===== src/rtl/lock_sequencer.sv =====
// Six-digit serial-entry lock controller: digit capture, password check, timed unlock,
// reprogramming, and failed-attempt lockout when LOCKOUT_EN is defined.
module lock_sequencer #(
  parameter int unsigned MAX_FAIL    = 3,
  parameter int unsigned LOCK_CYCLES = 1000,
  parameter int unsigned OPEN_CYCLES = 500
) (
  input  logic       clk,
  input  logic       clr,
  input  logic       key_vld,
  input  logic [3:0] key_digit,
  input  logic       key_ent,
  input  logic       key_clr,
  input  logic       prog_req,
  output logic       unlock,
  output logic       alarm,
  output logic       prog_mode,
  output logic       err,
  output logic [2:0] entry_cnt,
  output logic [2:0] fail_cnt,
  output logic [2:0] state
);

  localparam int unsigned DIGITS = 6;
  localparam int unsigned DW     = 4;
  localparam int unsigned CW     = 3;
  localparam int unsigned TW     = 16;

  localparam logic [DIGITS-1:0][DW-1:0] PW_RESET  = 24'h654321;
  localparam logic [TW-1:0]             OPEN_LOAD = TW'(OPEN_CYCLES - 1);

  if (MAX_FAIL == 0 || MAX_FAIL > 7 || LOCK_CYCLES == 0 || LOCK_CYCLES > 65535 ||
      OPEN_CYCLES == 0 || OPEN_CYCLES > 65535) begin : g_bad_cfg
    $error("lock_sequencer: parameter out of range");
  end

  typedef enum logic [2:0] {
    S_IDLE    = 3'd0,
    S_ENTRY   = 3'd1,
    S_CHECK   = 3'd2,
    S_OPEN    = 3'd3,
    S_PROG    = 3'd4,
    S_LOCKOUT = 3'd5
  } state_e;

  state_e                      state_q;
  logic [DIGITS-1:0][DW-1:0]   ent_buf_q;
  logic [DIGITS-1:0][DW-1:0]   pw_q;
  logic [CW-1:0]               entry_cnt_q;
  logic [TW-1:0]               timer_q;
  logic                        unlock_q;
  logic                        prog_mode_q;
  logic                        err_q;
  logic                        digit_ok;
  logic                        code_match;

`ifdef LOCKOUT_EN
  localparam logic [TW-1:0] LOCK_LOAD = TW'(LOCK_CYCLES - 1);
  logic [CW-1:0] fail_cnt_q;
  logic          alarm_q;
  assign fail_cnt = fail_cnt_q;
  assign alarm    = alarm_q;
`else
  assign fail_cnt = '0;
  assign alarm    = 1'b0;
`endif

  // A digit is only taken when no higher-priority strobe is present this cycle.
  assign digit_ok   = key_vld && !key_clr && !key_ent && (key_digit <= 4'd9) &&
                      (entry_cnt_q < CW'(DIGITS));
  assign code_match = (ent_buf_q == pw_q);

  always_ff @(posedge clk) begin
    if (!clr) begin
      state_q     <= S_IDLE;
      ent_buf_q   <= '0;
      pw_q        <= PW_RESET;
      entry_cnt_q <= '0;
      timer_q     <= '0;
      unlock_q    <= 1'b0;
      prog_mode_q <= 1'b0;
      err_q       <= 1'b0;
`ifdef LOCKOUT_EN
      fail_cnt_q  <= '0;
      alarm_q     <= 1'b0;
`endif
    end else begin
      err_q <= 1'b0;
      unique case (state_q)
        S_IDLE: begin
          if (digit_ok) begin
            ent_buf_q[entry_cnt_q] <= key_digit;
            entry_cnt_q            <= entry_cnt_q + CW'(1);
            state_q                <= S_ENTRY;
          end
        end
        S_ENTRY: begin
          if (key_clr || (key_ent && entry_cnt_q != CW'(DIGITS))) begin
            ent_buf_q   <= '0;
            entry_cnt_q <= '0;
            state_q     <= S_IDLE;
          end else if (key_ent) begin
            state_q <= S_CHECK;
          end else if (digit_ok) begin
            ent_buf_q[entry_cnt_q] <= key_digit;
            entry_cnt_q            <= entry_cnt_q + CW'(1);
          end
        end
        S_CHECK: begin
          ent_buf_q   <= '0;
          entry_cnt_q <= '0;
          if (code_match) begin
            state_q  <= S_OPEN;
            timer_q  <= OPEN_LOAD;
            unlock_q <= 1'b1;
`ifdef LOCKOUT_EN
            fail_cnt_q <= '0;
`endif
          end else begin
            err_q <= 1'b1;
`ifdef LOCKOUT_EN
            fail_cnt_q <= fail_cnt_q + CW'(1);
            if (fail_cnt_q + CW'(1) == CW'(MAX_FAIL)) begin
              state_q <= S_LOCKOUT;
              timer_q <= LOCK_LOAD;
              alarm_q <= 1'b1;
            end else begin
              state_q <= S_IDLE;
            end
`else
            state_q <= S_IDLE;
`endif
          end
        end
        S_OPEN: begin
          // Manual relock wins, then reprogramming, then hold-time expiry.
          if (key_clr) begin
            state_q  <= S_IDLE;
            timer_q  <= '0;
            unlock_q <= 1'b0;
          end else if (prog_req) begin
            state_q     <= S_PROG;
            timer_q     <= '0;
            unlock_q    <= 1'b0;
            prog_mode_q <= 1'b1;
          end else if (timer_q == '0) begin
            state_q  <= S_IDLE;
            unlock_q <= 1'b0;
          end else begin
            timer_q <= timer_q - TW'(1);
          end
        end
        S_PROG: begin
          if (key_clr || key_ent) begin
            if (!key_clr && entry_cnt_q == CW'(DIGITS)) pw_q <= ent_buf_q;
            ent_buf_q   <= '0;
            entry_cnt_q <= '0;
            state_q     <= S_IDLE;
            prog_mode_q <= 1'b0;
          end else if (digit_ok) begin
            ent_buf_q[entry_cnt_q] <= key_digit;
            entry_cnt_q            <= entry_cnt_q + CW'(1);
          end
        end
`ifdef LOCKOUT_EN
        S_LOCKOUT: begin
          if (timer_q == '0) begin
            state_q    <= S_IDLE;
            alarm_q    <= 1'b0;
            fail_cnt_q <= '0;
          end else begin
            timer_q <= timer_q - TW'(1);
          end
        end
`endif
        default: begin
          state_q     <= S_IDLE;
          timer_q     <= '0;
          unlock_q    <= 1'b0;
          prog_mode_q <= 1'b0;
        end
      endcase
    end
  end

  assign unlock    = unlock_q;
  assign prog_mode = prog_mode_q;
  assign err       = err_q;
  assign entry_cnt = entry_cnt_q;
  assign state     = state_q;

endmodule


===== config.mk =====
export PLATFORM = sky130hd
export DESIGN_NAME = lock_sequencer
export DESIGN_NICKNAME = d
export VERILOG_FILES = /design/src/rtl/lock_sequencer.sv
export SDC_FILE = /design/constraint.sdc
export NUM_CORES = 1
export LEC_CHECK = 0
export ABC_AREA = 1
export ABC_CLOCK_PERIOD_IN_PS = 2200
export CORE_MARGIN = 5
export CORE_UTILIZATION = 50
export CTS_BUF_LIST = sky130_fd_sc_hd__clkbuf_4
export DETAILED_ROUTE_END_ITERATION = 10
export GPL_TIMING_DRIVEN = 0
export PLACE_DENSITY = 0.76
export SETUP_SLACK_MARGIN = 0.3
export SYNTH_ARGS = -nofsm -noshare
export SYNTH_HDL_FRONTEND = slang
export SYNTH_SLANG_ARGS = --single-unit

===== constraint.sdc =====
create_clock -name clk -period 2.2 [get_ports clk]
set_input_delay 0.44 -clock clk [delete_from_list [all_inputs] [get_ports clk]]
set_output_delay 0.44 -clock clk [all_outputs]
set_load 0.1 [all_outputs]

==> key figures, run 1 <==
STA
  • Slew Viols, Final: 0
  • RSZ-0062 raised after global routing: yes
  • Hold Slack: ~0.45 ns
  • Final setup fails: 0
  • Fmax: 537 MHz
  • Fin crit share: 0.846
  • Worst Skew: 0.0155 ns
  • Slew @ Worst Pin: 0.594 ns
  • Period minus WS final: 1.86 ns
  • Final Hold Vio Count: 0
  • Slew HR: 0.604

Place
  • Placed Area: 4170 um2
  • PortBufs: 17
  • Cell total after placement: 728
  • HPWL Detailed: 6700 um
  • Routability cong.: 0.887

Synth
  • Top cell type's share of synthesized area: 0.380
  • FF+latch count, synth: 73
  • Avg Inst Size Synth: 6.34 um2
  • Synth warn: 0
  • EDFF count, synth: 0
  • Synth area leaders: dfxtp_1 (38%), nand2_1 (15%), inv_1 (9.0%)
  • Synth area leader: dfxtp_1
  • Main synth FF type: dfxtp_1
  • Most used standard cell by instance count after synthesis: nand2_1
  • Syn Std Cell Area: 3840 um2
  • Most common library cells after synthesis: nand2_1 (149), inv_1 (92), nor2_1 (87), dfxtp_1 (73), a21oi_1 (51)
  • Distinct cells, synth: 33
  • Sequential area share after synthesis: 0.380
  • Asr flop ratio synth: 0
  • Syn Inst Count: 606

Worst hold path
  • Hold crit path type: input port to flop
  • HP Start: key_digit[1]

Pwr
  • Power, Total: approximately 2.5 mW
  • Leakage power: 2.27 nW
  • Maximum VDD drop: 385 uV
  • P per Cell Area: 537 nW/um2

Global routing
  • Initial antenna violation count: 0
  • GR Overflow Total: 0
  • First-pass GRT wire length: 16,100 um
  • GRT Util Overall: 0.200
  • Largest net degree at the start of global routing: 14
  • Number of global-route vias before repair: 3,624

Setup path
  • Critical-path maximum fanout: 7
  • Crit path buf inv count: 1
  • Critical Path AT: 1.42 ns
  • CP startpoint kind: flop
  • Critical path's slowest cell: clkdlybuf4s15_2
  • Required @ worst endpoint: 1.76 ns
  • CP Launch Point: state[2]$_SDFFE_PN0P_
  • CP max stage delay: 0.58 ns
  • Critical path endpoint category: output port
  • CP top delay family: buffers and inverters
  • R2R Path Start: entry_cnt[0]$_SDFFE_PN0P_
  • Crit path kind: flop to output port
  • Worst-path cell chain: clkdlybuf4s15_2

Floorplanning
  • Core Area: 7610 um2
  • Row count: 32
  • Die height: 97.7 um
  • Chip width: 97.7 um
  • Die ar.: 9540 um2
  • IO Pins: 23
  • Initial Util: 0.505

Flow run
  • MaxCap Viol Count: 0

Layout
  • Non-filler cells, final: 765
  • Syn-to-layout area delta: 21.2%
  • Fraction of layout instances using a drive strength above 1: 0.170
  • Fillers: 712
  • Fin util: 0.612
  • Post-route cell area: 4660 um2
  • Final #Nets: 671
  • Ant diodes: 0

Routing
  • Routed Antenna Nets: 0
  • Iter 0 DRT Violations: 250
  • Detailed Route WL: 9680 um
  • Vias per cell: 5.19
  • Via Count: 3,970
  • DR DRC count: 0
  • Mean routed wirelength per cell: about 13 um
  • First-pass iteration count of the detailed router: 5

Clock network
  • Worst-Skew Late Latency: 0.43 ns
  • Clock root buffer: clkbuf_4
  • CTS Sinks: 73
  • CTS buffer count: 9
  • Clock buffer depth: 2
  • H-tree depth: 3
  • Hold buffers post-CTS: 0
  • CTS tree: yes
  • Clock transition at path regs: 0.12 ns

Outcome
  • Status: finished clean
==> repair_timing <==
action,4_1_cts,5_1_grt
endpoints found under the setup margin,71,67
buffers inserted,4,17
pin swaps,2,11
gates resized for setup,41,51
==> cells by family after synthesis <==
group / after synthesis / synth area share
DFF: 73 / 0.380
adders and majority gates: 3 / 0.00977
xor gates and xnor gates: 3 / 0.00684
and+or+nand+nor: 289 / 0.314
buffers and inverters: 120 / 0.125
other: 1 / 0.000976
AOI/OAI and AO/OA: 117 / 0.163
==> placed cells by master, fill, tap and decap left out, types with 12 or more instances in the layout <==
cell / synthesis / routed
o21ai_0: 49 / 44
nor2_1: 87 / 80
nand2_1: 149 / 142
a21oi_1: 51 / 50
nand3_1: 23 / 20
buf_4: 5 / 25
dfxtp_1: 73 / 63
nand4_1: 12 / 12
inv_1: 92 / 88
==> per-layer routing <==
layer | up-vias | track usage | part of all wire
li1 | 2009 | - | -
met3 | 10 | 0.0366 | 0.060
met5 | - | 0 | 0
met1 | 1826 | 0.258 | 0.46
met2 | 125 | 0.336 | 0.48
met4 | 0 | 0.0650 | 0.0061
==> path summary, 6_finish.rpt <==
kind                                      to  cells after the start  slack (ns)
setup / recovery                    state[2]                      1        0.34
hold / removal     ent_buf_q[5]$_SDFFE_PN0P_                      3        0.45
setup reg to reg  ent_buf_q[14]$_SDFFE_PN0P_                     11        0.35
hold reg to reg      timer_q[2]$_SDFFE_PN0P_                      2        0.47
==> flip-flops by register name (all words and copies together), names as in the netlist <==
name,cells
ent_buf_q,24
entry_cnt,3
state,3
timer_q,16
pw_q,24
err,1
unlock,1
prog_mode,1
==> final cells by class <==
type | instances | area, um2 | share of cell area
buffer | 18 | 123 | 0.0263
inverter | 102 | 390 | 0.0838
multi-input combinational | 416 | 2020 | 0.434
sequential | 73 | 1480 | 0.319
timing repair buffer | 38 | 350 | 0.0752
clock inverter | 7 | 93.8 | 0.0202
tap | 102 | 128 | 0.0274
clock buffer | 9 | 67.6 | 0.0145
==> where the power goes <==
group	leakage, nW	switching [mW]	internal, mW
logic	1.59	0.139	0.0624
registers	0.595	0.00819	1.33
clock network	0.0801	0.508	0.459
total	2.27	0.655	1.85
==> metrics by stage <==
stage | setup WS [ns] | TNS [ns]
2_1_floorplan | 0.353 | 0
3_3_place_gp | -0.274 | -6.13
3_5_place_dp | -0.333 | -8.30
4_1_cts | 0.310 | 0
5_1_grt | 0.250 | 0
6_report | 0.339 | 0
Power figures use the tool's default switching activity.
==> run 2: changes to the inputs <==
- ABC_CLOCK_PERIOD_IN_PS: 2200 -> 1800
- clock period: 2.2 -> 1.8 ns (I/O delays scaled with it)
==> run 2 against run 1 <==
The run now ends with negative setup slack left. Non-clock buffer count rose by 44. Utilization rose by 15 points. Setup slack got worse by 0.48 ns. Cell count rose by 5.8%. Critical path type is now flop to flop. Sequential power rose by 23%. Wire length rose by 47%. Clock power rose by 11%. Combinational power rose by 87%. Power rose by 23%. Via count rose by 17%. Hold slack got worse by 0.030 ns. Sequential cell count did not move.
==> key figures, run 2 (same netlist as run 1, synthesis figures left out) <==
Setup path
  • R2R Setup Slk: -0.14 ns (-0.49 ns)
  • Required @ worst endpoint: 2.19 ns (+0.43 ns)
  • Reg2Reg Depth: 14 (+3)
  • CP Launch Point: ent_buf_q[21]$_SDFFE_PN0P_
  • R2R Path Start: ent_buf_q[21]$_SDFFE_PN0P_
  • Crit path kind: flop to flop
  • CP startpoint kind: flop
  • Critical-path maximum fanout: 5 (-2)
  • Worst r2r dst: timer_q[0]$_SDFFE_PN0P_
  • Worst Setup EP: timer_q[0]$_SDFFE_PN0P_
  • Critical Path AT: 2.33 ns (+0.91 ns)
  • Critical path endpoint category: flop

Layout
  • Fraction of layout instances using a drive strength above 1: 0.410 (+0.240)
  • Ant diodes: 0 (unchanged)
  • Most frequent cells in the layout: nand2_1 (120), inv_1 (77), nor2_1 (66)
  • Commonest non-fill, non-tap cell in the layout: nand2_1
  • Fillers: 469 (-34%)
  • Reg area: 1530 um2 (+2.8%)
  • Largest registers: ent_buf_q: 24 flops, pw_q: 24 flops, timer_q: 16 flops
  • Footprint of the multi-input gates: 2540 um2 (+26%)
  • Final #Nets: 715 (+6.6%)
  • Syn-to-layout area delta: 50.0%

Floorplanning
  • Chip width: 97.7 um (unchanged)
  • Die ar.: 9540 um2 (unchanged)
  • Initial Util: 0.505 (unchanged)
  • Core Area: 7610 um2 (unchanged)
  • IO Pins: 23 (unchanged)
  • Die height: 97.7 um (unchanged)
  • Row count: 32 (unchanged)

STA
  • RSZ-0062 raised after global routing: yes
  • Setup ws final: -0.145 ns (-0.484 ns)
  • Hold Slack: 0.424 ns (-0.0301 ns)
  • Fin crit share: 1.08
  • Period minus WS final: roughly 2 ns
  • Final Hold Vio Count: 0 (unchanged)
  • Slew Viols, Final: 0 (unchanged)
  • Fmax: slightly above 500 MHz
  • Slew HR: 0.434 (-0.171)
  • Slew @ Worst Pin: 0.849 ns (+0.256 ns)
  • Final setup fails: 19 (+19)
  • Worst Skew: 0.0215 ns (+0.00605 ns)

Global routing
  • Global routing's busiest layer: met2
  • GRT Util Overall: 0.229 (+0.0294)
  • Number of global-route vias before repair: 4,029 (+11%)
  • M3 GR Usage: 0.0409 (+0.00431)
  • Initial antenna violation count: 0 (unchanged)
  • GR Overflow Total: 0 (unchanged)
  • Met2 Use GR: 0.383 (+0.0469)
  • Met1 usage: 0.291 (+0.0334)
  • Largest net degree at the start of global routing: 14 (unchanged)
  • First-pass GRT wire length: 18,100 um (+12%)

Clock network
  • Clock buffer depth: 2 (unchanged)
  • Clock transition at path regs: 0.13 ns (about the same)
  • CTS Sinks: 73 (unchanged)
  • Hold buffers post-CTS: 0 (unchanged)
  • Worst-Skew Late Latency: 0.45 ns (+0.02 ns)
  • Clock root buffer: clkbuf_4
  • CTS tree: yes
  • H-tree depth: 3 (unchanged)
  • CTS buffer count: 9 (unchanged)

Outcome
  • Failing checks: negative setup slack
  • Status: complete, but fails checks

Pwr
  • Maximum VDD drop: 433 uV (+12%)
  • P per Cell Area: 533 nW/um2 (-0.77%)
  • Leakage power: 2.74 nW (+21%)

Worst hold path
  • Hold crit path type: input port to flop
  • HP Start: clr

Routing
  • Via Count: 4,630 (+17%)
  • DR DRC count: 0 (unchanged)
  • Detailed Route WL: 14,300 um (+47%)
  • First-pass iteration count of the detailed router: 5 (unchanged)
  • Vias per cell: 5.72 (+10%)
  • Mean routed wirelength per cell: 17.6 um (+39%)
  • Routed Antenna Nets: 0 (unchanged)
  • Iter 0 DRT Violations: 606 (+140%)

Place
  • Pre-CTS WS: -0.653 ns (-0.320 ns)
  • Routability cong.: 0.876 (-1.3%)
  • HPWL Detailed: 6820 um (+1.7%)
  • PortBufs: 17 (unchanged)

Flow run
  • MaxCap Viol Count: 0 (unchanged)
-- run 2: stage by stage --
step                std cells  setup TNS, ns  cell area [um2]   util  power [mW]
floorplan                 609              0             4000      -        1.83
global placement          728         -21.59             4290  0.564        1.89
detailed placement        728         -23.40             4290  0.564        1.90
CTS                       774         -0.203             4950  0.651        2.95
global route              809          -3.22             5760  0.757        3.18
finish                    809          -1.58             5760  0.757        3.07
-- run 2: cell type report --
type / count / area share
multi-input cells: 416 / 0.441
flip-flops and latches: 73 / 0.265
repair buffers: 82 / 0.146
inverters: 102 / 0.0725
plain buffers: 18 / 0.0298
well taps: 102 / 0.0221
clock inverters: 7 / 0.0122
clock buffers: 9 / 0.0117
-- run 2: how the worst min path moves through the flow --
stage / end / slack [ns] / depth (start not counted)
after global routing: pw_q[20]$_SDFFE_PN0P_ / 0.43 / 3
after CTS: pw_q[20]$_SDFFE_PN0P_ / 0.37 / 3
after global placement: timer_q[2]$_SDFFE_PN0P_ / 0.45 / 2
after detailed placement: timer_q[2]$_SDFFE_PN0P_ / 0.46 / 2
final: pw_q[13]$_SDFFE_PN0P_ / 0.42 / 3
after floorplan: timer_q[2]$_SDFFE_PN0P_ / 0.44 / 2
-- run 2: critical path, cell delays in order, from the launching register on --
cell and delay, ns:
dfxtp_2 0.41, nand2_1 0.09, inv_1 0.09, nor2_1 0.06
nor2_1 0.15, nand2_1 0.11, nor2_2 0.13, nand3_2 0.11
nand2_2 0.12, nand3_4 0.13, buf_6 0.16, buf_8 0.12
nand2_2 0.06, nand2_2 0.04, nor2_2 0.11
-- run 2: per-layer routing --
layer / vias up / share of wire
li1: 2107 / -
met1: 2144 / 0.38
met2: 289 / 0.48
met3: 90 / 0.084
met4: 0 / 0.055
met5: - / 0
-- run 2: repair_timing --
item                                    CTS  global route
setup buffers                            25            34
gates cloned                              5             1
endpoints found under the setup margin   77            76
gates resized for setup                 132           180
hold endpoints to repair                  0             0
pin swaps                                18            42
-- run 2: report_power, final --
group	leakage [nW]	switching (mW)	total (mW)	internal, mW
Sequential	0.605	0.0127	1.63	1.61
Combinational	2.06	0.241	0.376	0.135
Clock	0.0722	0.648	1.07	0.421
Total	2.74	0.902	3.07	2.17
